$ cat src/rtl/cpu_ctrl_pkg.sv
// cpu_ctrl_pkg: shared state encodings, opcodes, ALUop codes and control vector
package cpu_ctrl_pkg;
  typedef enum logic [3:0] {
    S_FETCH, S_DECODE, S_MEMADR, S_MEMRD, S_MEMWB, S_MEMWR,
    S_RTYPE_EX, S_RTYPE_WB, S_BEQ_EX, S_JUMP, S_ADDI_EX, S_ADDI_WB
  } state_t;
  localparam logic [5:0] OP_R    = 6'b000000;
  localparam logic [5:0] OP_LW   = 6'b100011;
  localparam logic [5:0] OP_SW   = 6'b101011;
  localparam logic [5:0] OP_BEQ  = 6'b000100;
  localparam logic [5:0] OP_J    = 6'b000010;
  localparam logic [5:0] OP_ADDI = 6'b001000;
  localparam logic [1:0] ALU_ADD   = 2'b00;
  localparam logic [1:0] ALU_SUB   = 2'b01;
  localparam logic [1:0] ALU_FUNCT = 2'b10;
  typedef struct packed {
    logic [1:0] alu_op;
    logic       addi;
    logic       alu_src_a;
    logic [1:0] alu_src_b;
    logic       i_or_d;
    logic       reg_dst;
    logic       mem_to_reg;
    logic [1:0] pc_source;
    logic       pc_write;
    logic       pc_write_cond;
    logic       mem_read;
    logic       mem_write;
    logic       ir_write;
    logic       reg_write;
  } ctrl_t;
endpackage

$ cat src/rtl/main_control_decode.sv
// main_control_decode: maps the current state to the datapath control vector
module main_control_decode
  import cpu_ctrl_pkg::*;
(
  input  state_t i_state,
  input  logic   i_mem_ready,
  output ctrl_t  o_ctrl
);
  // per-state control decode; unlisted fields stay 0
  always_comb begin
    o_ctrl = '0;
    case (i_state)
      S_FETCH: begin
        o_ctrl.mem_read  = 1'b1;
        o_ctrl.alu_src_b = 2'b01;
        o_ctrl.alu_op    = ALU_ADD;
        o_ctrl.ir_write  = i_mem_ready;
        o_ctrl.pc_write  = i_mem_ready;
      end
      S_DECODE: begin
        o_ctrl.alu_src_b = 2'b11;
        o_ctrl.alu_op    = ALU_ADD;
      end
      S_MEMADR: begin
        o_ctrl.alu_src_a = 1'b1;
        o_ctrl.alu_src_b = 2'b10;
        o_ctrl.alu_op    = ALU_ADD;
      end
      S_MEMRD: begin
        o_ctrl.mem_read = 1'b1;
        o_ctrl.i_or_d   = 1'b1;
      end
      S_MEMWR: begin
        o_ctrl.mem_write = 1'b1;
        o_ctrl.i_or_d    = 1'b1;
      end
      S_MEMWB: begin
        o_ctrl.reg_write  = 1'b1;
        o_ctrl.mem_to_reg = 1'b1;
      end
      S_RTYPE_EX: begin
        o_ctrl.alu_src_a = 1'b1;
        o_ctrl.alu_op    = ALU_FUNCT;
      end
      S_RTYPE_WB: begin
        o_ctrl.reg_write = 1'b1;
        o_ctrl.reg_dst   = 1'b1;
      end
      S_BEQ_EX: begin
        o_ctrl.alu_src_a     = 1'b1;
        o_ctrl.alu_op        = ALU_SUB;
        o_ctrl.pc_write_cond = 1'b1;
        o_ctrl.pc_source     = 2'b01;
      end
      S_JUMP: begin
        o_ctrl.pc_write  = 1'b1;
        o_ctrl.pc_source = 2'b10;
      end
      S_ADDI_EX: begin
        o_ctrl.alu_src_a = 1'b1;
        o_ctrl.alu_src_b = 2'b10;
        o_ctrl.alu_op    = ALU_FUNCT;
        o_ctrl.addi      = 1'b1;
      end
      S_ADDI_WB: o_ctrl.reg_write = 1'b1;
      default: o_ctrl = '0;
    endcase
  end
endmodule

$ cat src/rtl/main_control_fsm.sv
// main_control_fsm: multi-cycle CPU main controller with memory wait handshake
module main_control_fsm
  import cpu_ctrl_pkg::*;
(
  input  logic       clk,
  input  logic       reset,
  input  logic [5:0] opcode,
  input  logic       mem_ready,
  output logic [1:0] ALUop,
  output logic       addi,
  output logic       ALUSrcA,
  output logic [1:0] ALUSrcB,
  output logic       IorD,
  output logic       RegDst,
  output logic       MemtoReg,
  output logic [1:0] PCSource,
  output logic       PCWrite,
  output logic       PCWriteCond,
  output logic       MemRead,
  output logic       MemWrite,
  output logic       IRWrite,
  output logic       RegWrite,
  output logic       illegal_op,
  output logic [3:0] state
);
  state_t r_state;
  ctrl_t  w_ctrl;
  logic   w_legal;
  assign w_legal = opcode inside {OP_R, OP_LW, OP_SW, OP_BEQ, OP_J, OP_ADDI};
  main_control_decode u_decode (
    .i_state    (r_state),
    .i_mem_ready(mem_ready),
    .o_ctrl     (w_ctrl)
  );
  // state register; reset wins over every transition, including memory waits
  always_ff @(posedge clk) begin
    if (reset) r_state <= S_FETCH;
    else case (r_state)
      S_FETCH:    if (mem_ready) r_state <= S_DECODE;
      S_DECODE:   r_state <= (opcode == OP_LW || opcode == OP_SW) ? S_MEMADR :
                             (opcode == OP_R)    ? S_RTYPE_EX :
                             (opcode == OP_BEQ)  ? S_BEQ_EX :
                             (opcode == OP_J)    ? S_JUMP :
                             (opcode == OP_ADDI) ? S_ADDI_EX : S_FETCH;
      S_MEMADR:   r_state <= (opcode == OP_SW) ? S_MEMWR : S_MEMRD;
      S_MEMRD:    if (mem_ready) r_state <= S_MEMWB;
      S_MEMWR:    if (mem_ready) r_state <= S_FETCH;
      S_RTYPE_EX: r_state <= S_RTYPE_WB;
      S_ADDI_EX:  r_state <= S_ADDI_WB;
      default:    r_state <= S_FETCH;
    endcase
  end
  assign {ALUop, addi, ALUSrcA, ALUSrcB, IorD, RegDst, MemtoReg, PCSource,
          PCWrite, PCWriteCond, MemRead, MemWrite, IRWrite, RegWrite} = reset ? '0 : w_ctrl;
  assign illegal_op = !reset && r_state == S_DECODE && !w_legal;
  assign state = r_state;
endmodule

$ cat config.mk
export PLATFORM = sky130hd
export DESIGN_NAME = main_control_fsm
export DESIGN_NICKNAME = d
export VERILOG_FILES = /design/src/rtl/cpu_ctrl_pkg.sv /design/src/rtl/main_control_decode.sv /design/src/rtl/main_control_fsm.sv
export SDC_FILE = /design/constraint.sdc
export NUM_CORES = 1
export LEC_CHECK = 0
export ABC_CLOCK_PERIOD_IN_PS = 2250
export CAP_MARGIN = 20
export CORE_MARGIN = 1
export CORE_UTILIZATION = 41
export DETAILED_ROUTE_END_ITERATION = 12
export PLACE_DENSITY = 0.92
export SYNTH_ARGS = -nofsm -noshare
export SYNTH_HDL_FRONTEND = slang
export SYNTH_SLANG_ARGS = --single-unit
$ cat constraint.sdc
create_clock -name clk -period 2.25 [get_ports clk]
set_input_delay 0.5625 -clock clk [delete_from_list [all_inputs] [get_ports clk]]
set_output_delay 0.5625 -clock clk [all_outputs]
set_load 0.02 [all_outputs]
==> flow_metrics.tcl, run 1 <==
set metrics [dict create \
    portBuffers 30 \
    yosysWarnings 0 \
    antenna_found_initial 0 \
    worstReg2RegStart "state[0]$_SDFFE_PP0P_" \
    grt_pass1_vias 817 \
    gp_congestion 0.987 \
    ys_seq_area_share_pct 13.8 \
    postRouteAntennaNets 0 \
    boundaryPins 31 \
    seqCellArea_um2 80.1 \
    wl_um 2440 \
    largest_register_ffs 4 \
    yosysUniqueCellTypes 37 \
    setup_slack_ns 0.0102 \
    tightest_slew_ns 0.353 \
    die_area_mm2 0.00157 \
    fin_nets 144 \
    yosys.area.top_type "dfxtp_1" \
    die_h_um 39.6 \
    min_from "mem_ready" \
    syn_inst 80 \
    hold_path_end "state[2]$_SDFFE_PP0P_" \
    start_kind "input pin" \
    via_per_inst 6.08 \
    dpl_cell_area_mm2 0.00104 \
    max_freq_mhz 446 \
    async_reset_ff_share_pct 0 \
    grtUsageTotal_pct 34.5 \
    period_share_pct 99.5 \
    r2r_slack_ns 0.82 \
    clkLatencyLatePin_ns 0.25 \
    fin_worst_skew_ns 0.000848 \
    cts_root_buf "clkbuf_4" \
    dpl.hpwl_um 1660 \
    drive_gt1_share_pct 41.4 \
    cp_max_fo 5 \
    hold_viol 0 \
    drt_iter0_drc 37 \
    p_leak_nw 0.492 \
    relSlewSlack_pct 76.5 \
    multiInputGateArea_um2 467 \
    yosys-top-cells-count "9 x nor3_1, 8 x nor4_1, 6 x buf_2" \
    synth_most_common_cell "nor3_1" \
    fin_area_mm2 0.00109 \
    num_rows 13 \
    finalSetupViolCount 0 \
    area_growth_pct 87.5 \
    grt.overflow.total 0 \
    worstRegToRegCells 5 \
    drc 0 \
    avgRoutedWirePerCell_um 16.5 \
    rsz0062_at_grt "true" \
    cts-buffers-inserted 3 \
    grt_max_degree 11 \
    via_count 900 \
    period_minus_slack_ns 2.24 \
    die_x_um 39.6 \
    worstPathArrival_ns 1.68 \
    cts_buffer_depth 2 \
    synth_enable_flop_cells 0 \
    timing.rr.end "state[2]$_SDFFE_PP0P_" \
    core_area_mm2 0.00130 \
    place_ws_ns -0.619 \
    end_kind "primary output" \
    ys_seq_elements 4 \
    initial_core_util_pct 44.5 \
    crit_start "reset" \
    diodes 0 \
    syn_nets 89 \
    worstSetupPathType "input pin to primary output" \
    yosysTopAreaCellShare_pct 13.8 \
    yosys-top-cells-area "dfxtp_1 14%, nor4_1 8.6%, nor3_1 7.8%" \
    dr.pass1.iters 4 \
    status "complete, no violations" \
    nFillCells 92 \
    min_path_type "input pin to register" \
    hold_depth 3 \
    cts_tree "yes" \
    cts_max_level 1 \
    clkTransAtPathRegs_ns 0.04 \
    cts_sinks 4 \
    syn_area_per_cell_um2 7.24 \
    worstPathRequired_ns 1.69 \
    grt_first_pass_wirelength_um 3630 \
    fin_setup_tns_ns 0 \
    ys.flop_type "dfxtp_1" \
    synthesis.area_um2 579 \
    irDropWorstVdd_v 0.000195 \
    powerDensity_mw_per_mm2 287 \
    whs_ns 0.774 \
    maxSlewViolCount 0 \
    maxCapViolations 0 \
]
## cell usage in the layout (no fill, tap or decap), drive strengths merged, types with 4 or more instances in the layout
cell,count
clkdlybuf4s15,4
nor2,5
clkdlybuf4s50,5
a21oi,4
nor3,10
buf,33
dfxtp,4
nand2b,5
o21ai,4
clkbuf,5
nand2,4
nor4,8
dlygate4sd2,13
## cell type report
class                      count  area share (%)
clock buffer                   3            2.07
inverter                       2           0.691
multi-input combinational     64            43.0
sequential                     4            7.37
tap                           15            1.73
timing repair buffer          60            45.2
## logic make-up (layout without fill, tap and decap cells)
family / after synthesis / in the layout / share of synthesized area [%]
compound gates: 21 / 21 / 30.0
flops: 4 / 4 / 13.8
simple gates: 40 / 40 / 40.4
xor+xnor: 2 / 2 / 3.02
fa+ha+maj: 1 / 1 / 1.73
buf+inv: 12 / 65 / 11.0
## per-stage QoR
step	instances	power, mW	utilization, %
floorplan	80	0.136	-
global placement	141	0.202	80.2
detailed placement	141	0.207	80.2
CTS	147	0.306	83.2
global route	148	0.324	83.5
finish	148	0.311	83.5
## power by group
group          total, mW  internal [mW]  switching [mW]
combinational      0.133         0.0642          0.0683
sequential        0.0766         0.0732         0.00339
clock              0.102         0.0605          0.0416
## worst max-delay path: stages
cell             delay [ns]
dlygate4sd2_1          0.29
or3b_4                 0.42
a21oi_1                0.13
clkdlybuf4s15_2        0.28
## layer usage
layer	track usage [%]	vias up	part of all wire (%)
met5	0	-	0
met4	13.8	0	1.7
met3	3.41	8	4.4
met2	66.8	42	55
met1	36.9	437	39
li1	-	413	-
## worst max path at each step
stage	endpoint	slack (ns)	cells after the start
after floorplan	PCWrite	0.11	5
after global placement	illegal_op	-0.56	5
after detailed placement	illegal_op	-0.62	5
after CTS	illegal_op	0.002	5
after global routing	PCSource[0]	-0.01	4
final	ALUop[1]	0.01	4
## what timing repair did
action / in CTS / in global routing
buffers inserted: 3 / 1
hold buffers: 0 / 0
resized for setup: 50 / 12
pin swaps: 3 / 1
endpoints found under the setup margin: 18 / 6
endpoints found under the hold margin: 0 / 0
Note: power is estimated with default switching activity, not from simulation.
==> run 2, diff against run 1 <==
CORE_UTILIZATION = 43   (was 41)
CTS_BUF_LIST = sky130_fd_sc_hd__clkbuf_8   (was default)
PLACE_DENSITY = 0.95   (was 0.92)
SLEW_MARGIN = 0   (was default)
==> run 2 against run 1 <==
The run now ends with design-rule violations, negative setup slack left; critical path depth is 1 higher; sequential share of layout area about the same; clock skew is 0.0016 ns higher; clock-buffer cell count did not move; core utilization grew 9.0 points; register-to-register slack got worse by 0.04 ns; sequential power about the same; clock power is 54% higher; critical path type unchanged.
==> flow_metrics.tcl, run 2 (synthesized netlist as in run 1, its figures left out) <==
set metrics [dict create \
    clkTransAtPathRegs_ns 0.04 \
    irDropWorstVdd_v 0.000336 \
    drc 1 \
    status "complete, but fails checks" \
    drive_gt1_share_pct 47.7 \
    final_common_cell "buf_4" \
    period_minus_slack_ns 2.31 \
    clkLatencyLatePin_ns 0.22 \
    cts_tree "yes" \
    max_freq_mhz 433 \
    largest_register_ffs 4 \
    cts-buffers-inserted 3 \
    worstSetupPathType "input pin to primary output" \
    fin_nets 141 \
    period_share_pct 103 \
    grt_pass1_vias 919 \
    wl_um 3090 \
    grt.overflow.total 0 \
    grt_max_degree 14 \
    setup_slack_ns -0.0575 \
    dp_cells 137 \
    min_from "state[3]$_SDFFE_PP0P_" \
    min_path_type "register to register" \
    num_rows 12 \
    maxCapViolations 0 \
    cts_max_level 1 \
    maxSlewViolCount 0 \
    fin_util_pct 92.4 \
    area_growth_pct 86.8 \
    stdcell_count 144 \
    nFillCells 44 \
    timing.rr.end "state[1]$_SDFFE_PP0P_" \
    cts_sinks 4 \
    worstPathArrival_ns 1.74 \
    cts_root_buf "clkbuf_8" \
    die_x_um 38.7 \
    p_leak_nw 0.471 \
    fin_setup_tns_ns -0.0575 \
    worstReg2RegStart "state[1]$_SDFFE_PP0P_" \
    die_area_mm2 0.00150 \
    hold_depth 3 \
    portBuffers 30 \
    core_area_mm2 0.00117 \
    powerDensity_mw_per_mm2 339 \
    rsz0062_at_grt "true" \
    end_kind "primary output" \
    violations "design-rule violations, negative setup slack" \
    r2r_slack_ns 0.78 \
    cts_hold_buf 0 \
    gp_congestion 0.884 \
    start_kind "input pin" \
    tightest_slew_ns 0.411 \
    dpl.hpwl_um 1690 \
    avgRoutedWirePerCell_um 21.5 \
    final_cell_mix "28 x buf_4, 10 x buf_2, 6 x nor3_1, 6 x dlygate4sd2_1" \
    cts_buffer_depth 2 \
    hold_viol 0 \
    dr.pass1.iters 12 \
    diodes 0 \
    grt_first_pass_wirelength_um 4520 \
    drt_iter0_drc 85 \
    antenna_found_initial 0 \
    worstRegToRegCells 5 \
    boundaryPins 31 \
    cp_max_fo 2 \
    fin_worst_skew_ns 0.00247 \
    worstPathRequired_ns 1.69 \
    finalSetupViolCount 1 \
    hold_path_end "state[3]$_SDFFE_PP0P_" \
    power_mw 0.367 \
    die_h_um 38.7 \
    relSlewSlack_pct 72.5 \
    grtUsageTotal_pct 45.9 \
    initial_core_util_pct 49.5 \
    via_count 980 \
    postRouteAntennaNets 0 \
    via_per_inst 6.81 \
]
[run 2: changes by cell type in the layout (fill, tap and decap cells not counted), moves of 2 or more]
cell	before	now
buf_2	2	10
dlygate4sd2_1	13	6
clkbuf_2	2	0
clkbuf_4	3	0
clkbuf_8	0	3
buf_4	31	28
[run 2: worst max-delay path by stage]
stage / startpoint / endpoint / slack, ns
final: opcode[4] / illegal_op / -0.06
after global routing: opcode[4] / illegal_op / -0.09
after CTS: opcode[2] / illegal_op / -0.05
after detailed placement: opcode[1] / illegal_op / -0.62
after global placement: reset / illegal_op / -0.53
after floorplan: state[3]$_SDFFE_PP0P_ / PCWrite / 0.11
[run 2: power breakdown]
| group | switching, mW | internal [mW] |
|---|---|---|
| Combinational | 0.0736 | 0.0604 |
| Sequential | 0.00300 | 0.0735 |
| Clock | 0.0421 | 0.115 |
| Total | 0.119 | 0.248 |
[run 2: area by class of cell]
class | instances | area (um2) | share of cell area [%]
multi-input combinational | 64 | 487 | 45.0
clock buffer | 3 | 41.3 | 3.82
sequential | 4 | 80.1 | 7.40
inverter | 2 | 7.51 | 0.694
tap | 14 | 17.5 | 1.62
timing repair buffer | 57 | 449 | 41.5
[run 2: critical path, cell delays in order]
cell	delay (ns)
clkdlybuf4s50_1	0.48
nor2_1	0.23
o21ai_1	0.14
and3_1	0.18
buf_4	0.16
[run 2: per-stage QoR]
step | worst slack, ns | hold WS, ns | area (um2)
after floorplan | 0.107 | 0.731 | 586
after global placement | -0.531 | 0.620 | 1020
after detailed placement | -0.619 | 0.618 | 1020
after CTS | -0.0549 | 0.614 | 1060
after global routing | -0.0896 | 0.736 | 1080
final | -0.0575 | 0.724 | 1080
[run 2: repair_timing]
item	4_1_cts	5_1_grt
resized for setup	89	7
pin swaps	3	2
endpoints found under the hold margin	0	0
endpoints found under the setup margin	18	4
setup buffers	4	0
[run 2: per-layer routing]
metal / vias up / global-route usage [%] / routed length, um
met3: 26 / 9.25 / 372
met1: 439 / 47.4 / 1110
met5: - / 0 / 0
met4: 0 / 22.4 / 161
li1: 408 / - / -
met2: 107 / 85.8 / 1450
==> run 3, diff against run 2 <==
--- a/config.mk
+++ b/config.mk
@@ -13,4 +13,5 @@
 export DETAILED_ROUTE_END_ITERATION = 12
 export PLACE_DENSITY = 0.95
+export SETUP_SLACK_MARGIN = 0.05
 export SLEW_MARGIN = 0
 export SYNTH_ARGS = -nofsm -noshare
==> constraint.sdc (replaced) <==
create_clock -name clk -period 2.25 [get_ports clk]
set_input_delay 0.5625 -clock clk [delete_from_list [all_inputs] [get_ports clk]]
set_output_delay 0.5625 -clock clk [all_outputs]
set_load 0.005 [all_outputs]
==> run 3 against run 2 <==
The flow finishes with violations (negative setup slack); sequential power grew 0.5%; sequential share of layout area up 0.50 points; sequential cell count is the same; wire length is 20% higher; clock-buffer cell count unchanged; clock power hardly changed; critical endpoint is now MemtoReg; largest power group unchanged; highest routed layer unchanged.
==> flow_metrics.tcl, run 3 (synthesized netlist as in run 1, its figures left out) <==
set metrics [dict create \
    worstSetupPathType "input pin to primary output" \
    die_h_um 38.7 \
    grtUsageTotal_pct 47.9 \
    dr.pass1.iters 6 \
    die_x_um 38.7 \
    period_share_pct 101 \
    diodes 0 \
    timing.rr.end "state[2]$_SDFFE_PP0P_" \
    setup_slack_ns -0.0302 \
    fin_worst_skew_ns 0.000310 \
    clkTransAtPathRegs_ns 0.03 \
    initial_core_util_pct 49.5 \
    rsz0062_at_grt "true" \
    crit_start "reset" \
    seqCellArea_um2 90.1 \
    area_growth_pct 96.8 \
    multiInputGateArea_um2 533 \
    avgRoutedWirePerCell_um 26.3 \
    relSlewSlack_pct 70.9 \
    min_path_type "register to register" \
    hold_viol 0 \
    cp_max_fo 12 \
    crit_end "MemtoReg" \
    violations "negative setup slack" \
    end_kind "primary output" \
    wl_um 3720 \
    worstPathArrival_ns 1.72 \
    drive_gt1_share_pct 47.2 \
    final_common_cell "buf_4" \
    r2r_slack_ns 0.64 \
    cts_max_level 1 \
    grt_first_pass_wirelength_um 4840 \
    dpl.hpwl_um 1690 \
    cts_root_buf "clkbuf_8" \
    portBuffers 30 \
    tightest_slew_ns 0.433 \
    cts_tree "yes" \
    antenna_found_initial 0 \
    core_area_mm2 0.00117 \
    start_kind "input pin" \
    drt_iter0_drc 132 \
    cts-buffers-inserted 3 \
    grt_max_degree 13 \
    grt.overflow.total 0 \
    clkLatencyLatePin_ns 0.22 \
    die_area_mm2 0.00150 \
    whs_ns 0.680 \
    num_rows 12 \
    cts_buffer_depth 2 \
    cts_sinks 4 \
    status "complete, but fails checks" \
    via_count 1072 \
    min_from "state[2]$_SDFFE_PP0P_" \
    fin_setup_tns_ns -0.0302 \
    period_minus_slack_ns 2.28 \
    fin_nets 138 \
    powerDensity_mw_per_mm2 326 \
    worstRegToRegCells 6 \
    via_per_inst 7.60 \
    maxSlewViolCount 0 \
    boundaryPins 31 \
    irDropWorstVdd_v 0.000425 \
    largest_register_ffs 4 \
    final_cell_mix "22 x buf_4, 16 x dlygate4sd2_1" \
    grt_pass1_vias 953 \
    maxCapViolations 0 \
    finalSetupViolCount 1 \
    drc 0 \
    gp_congestion 0.895 \
    worstReg2RegStart "state[0]$_SDFFE_PP0P_" \
    worstPathRequired_ns 1.69 \
    postRouteAntennaNets 0 \
    max_freq_mhz 439 \
    p_leak_nw 0.519 \
    nFillCells 20 \
]
run 3: worst max-delay path: stages:
cell	delay (ns)
clkdlybuf4s15_2	0.27
buf_6	0.19
nor4_1	0.39
dlygate4sd2_1	0.30
run 3: worst min-delay path by stage:
| stage | endpoint | slack (ns) | depth (start not counted) |
|---|---|---|---|
| after global placement | state[3]$_SDFFE_PP0P_ | 0.67 | 3 |
| after floorplan | state[1]$_SDFFE_PP0P_ | 0.66 | 3 |
| after global routing | state[3]$_SDFFE_PP0P_ | 0.68 | 3 |
| after CTS | state[3]$_SDFFE_PP0P_ | 0.62 | 3 |
| after detailed placement | state[3]$_SDFFE_PP0P_ | 0.69 | 3 |
| final | state[3]$_SDFFE_PP0P_ | 0.68 | 3 |
run 3: per-layer routing:
metal  up-vias  routed length (um)  GRT usage, %
met3        65                 521          13.9
met4         0                 416          35.3
li1        405                   -             -
met2       135                1620          82.9
met5         -                   0             0
met1       467                1150          47.4
run 3: layout make-up:
class                      count  share of cell area [%]
sequential                     4                    7.90
multi-input combinational     64                    46.8
timing repair buffer          54                    39.5
tap                           14                    1.54
inverter                       2                   0.659
clock buffer                   3                    3.62
run 3: stage by stage:
stage / utilization, % / setup slack, ns / power [mW] / std cells / cell area [um2]
floorplan: - / 0.458 / 0.125 / 80 / 579
global placement: 85.9 / -0.476 / 0.186 / 136 / 1010
detailed placement: 85.9 / -0.534 / 0.190 / 136 / 1010
CTS: 95.2 / 0.0223 / 0.353 / 141 / 1110
global route: 97.3 / -0.177 / 0.383 / 141 / 1140
finish: 97.3 / -0.0302 / 0.372 / 141 / 1140
run 3: report_power, final:
group	total (mW)	internal (mW)	leakage, nW	switching, mW
logic	0.139	0.0632	0.463	0.0759
clock network	0.156	0.114	0.0216	0.0412
registers	0.0769	0.0726	0.0349	0.00429
total	0.372	0.250	0.519	0.121
run 3: timing repair:
item,CTS,global route
hold buffers,0,0
endpoints found under the setup margin,18,5
pin swaps,3,5
buffers inserted,2,0
resized for setup,60,13
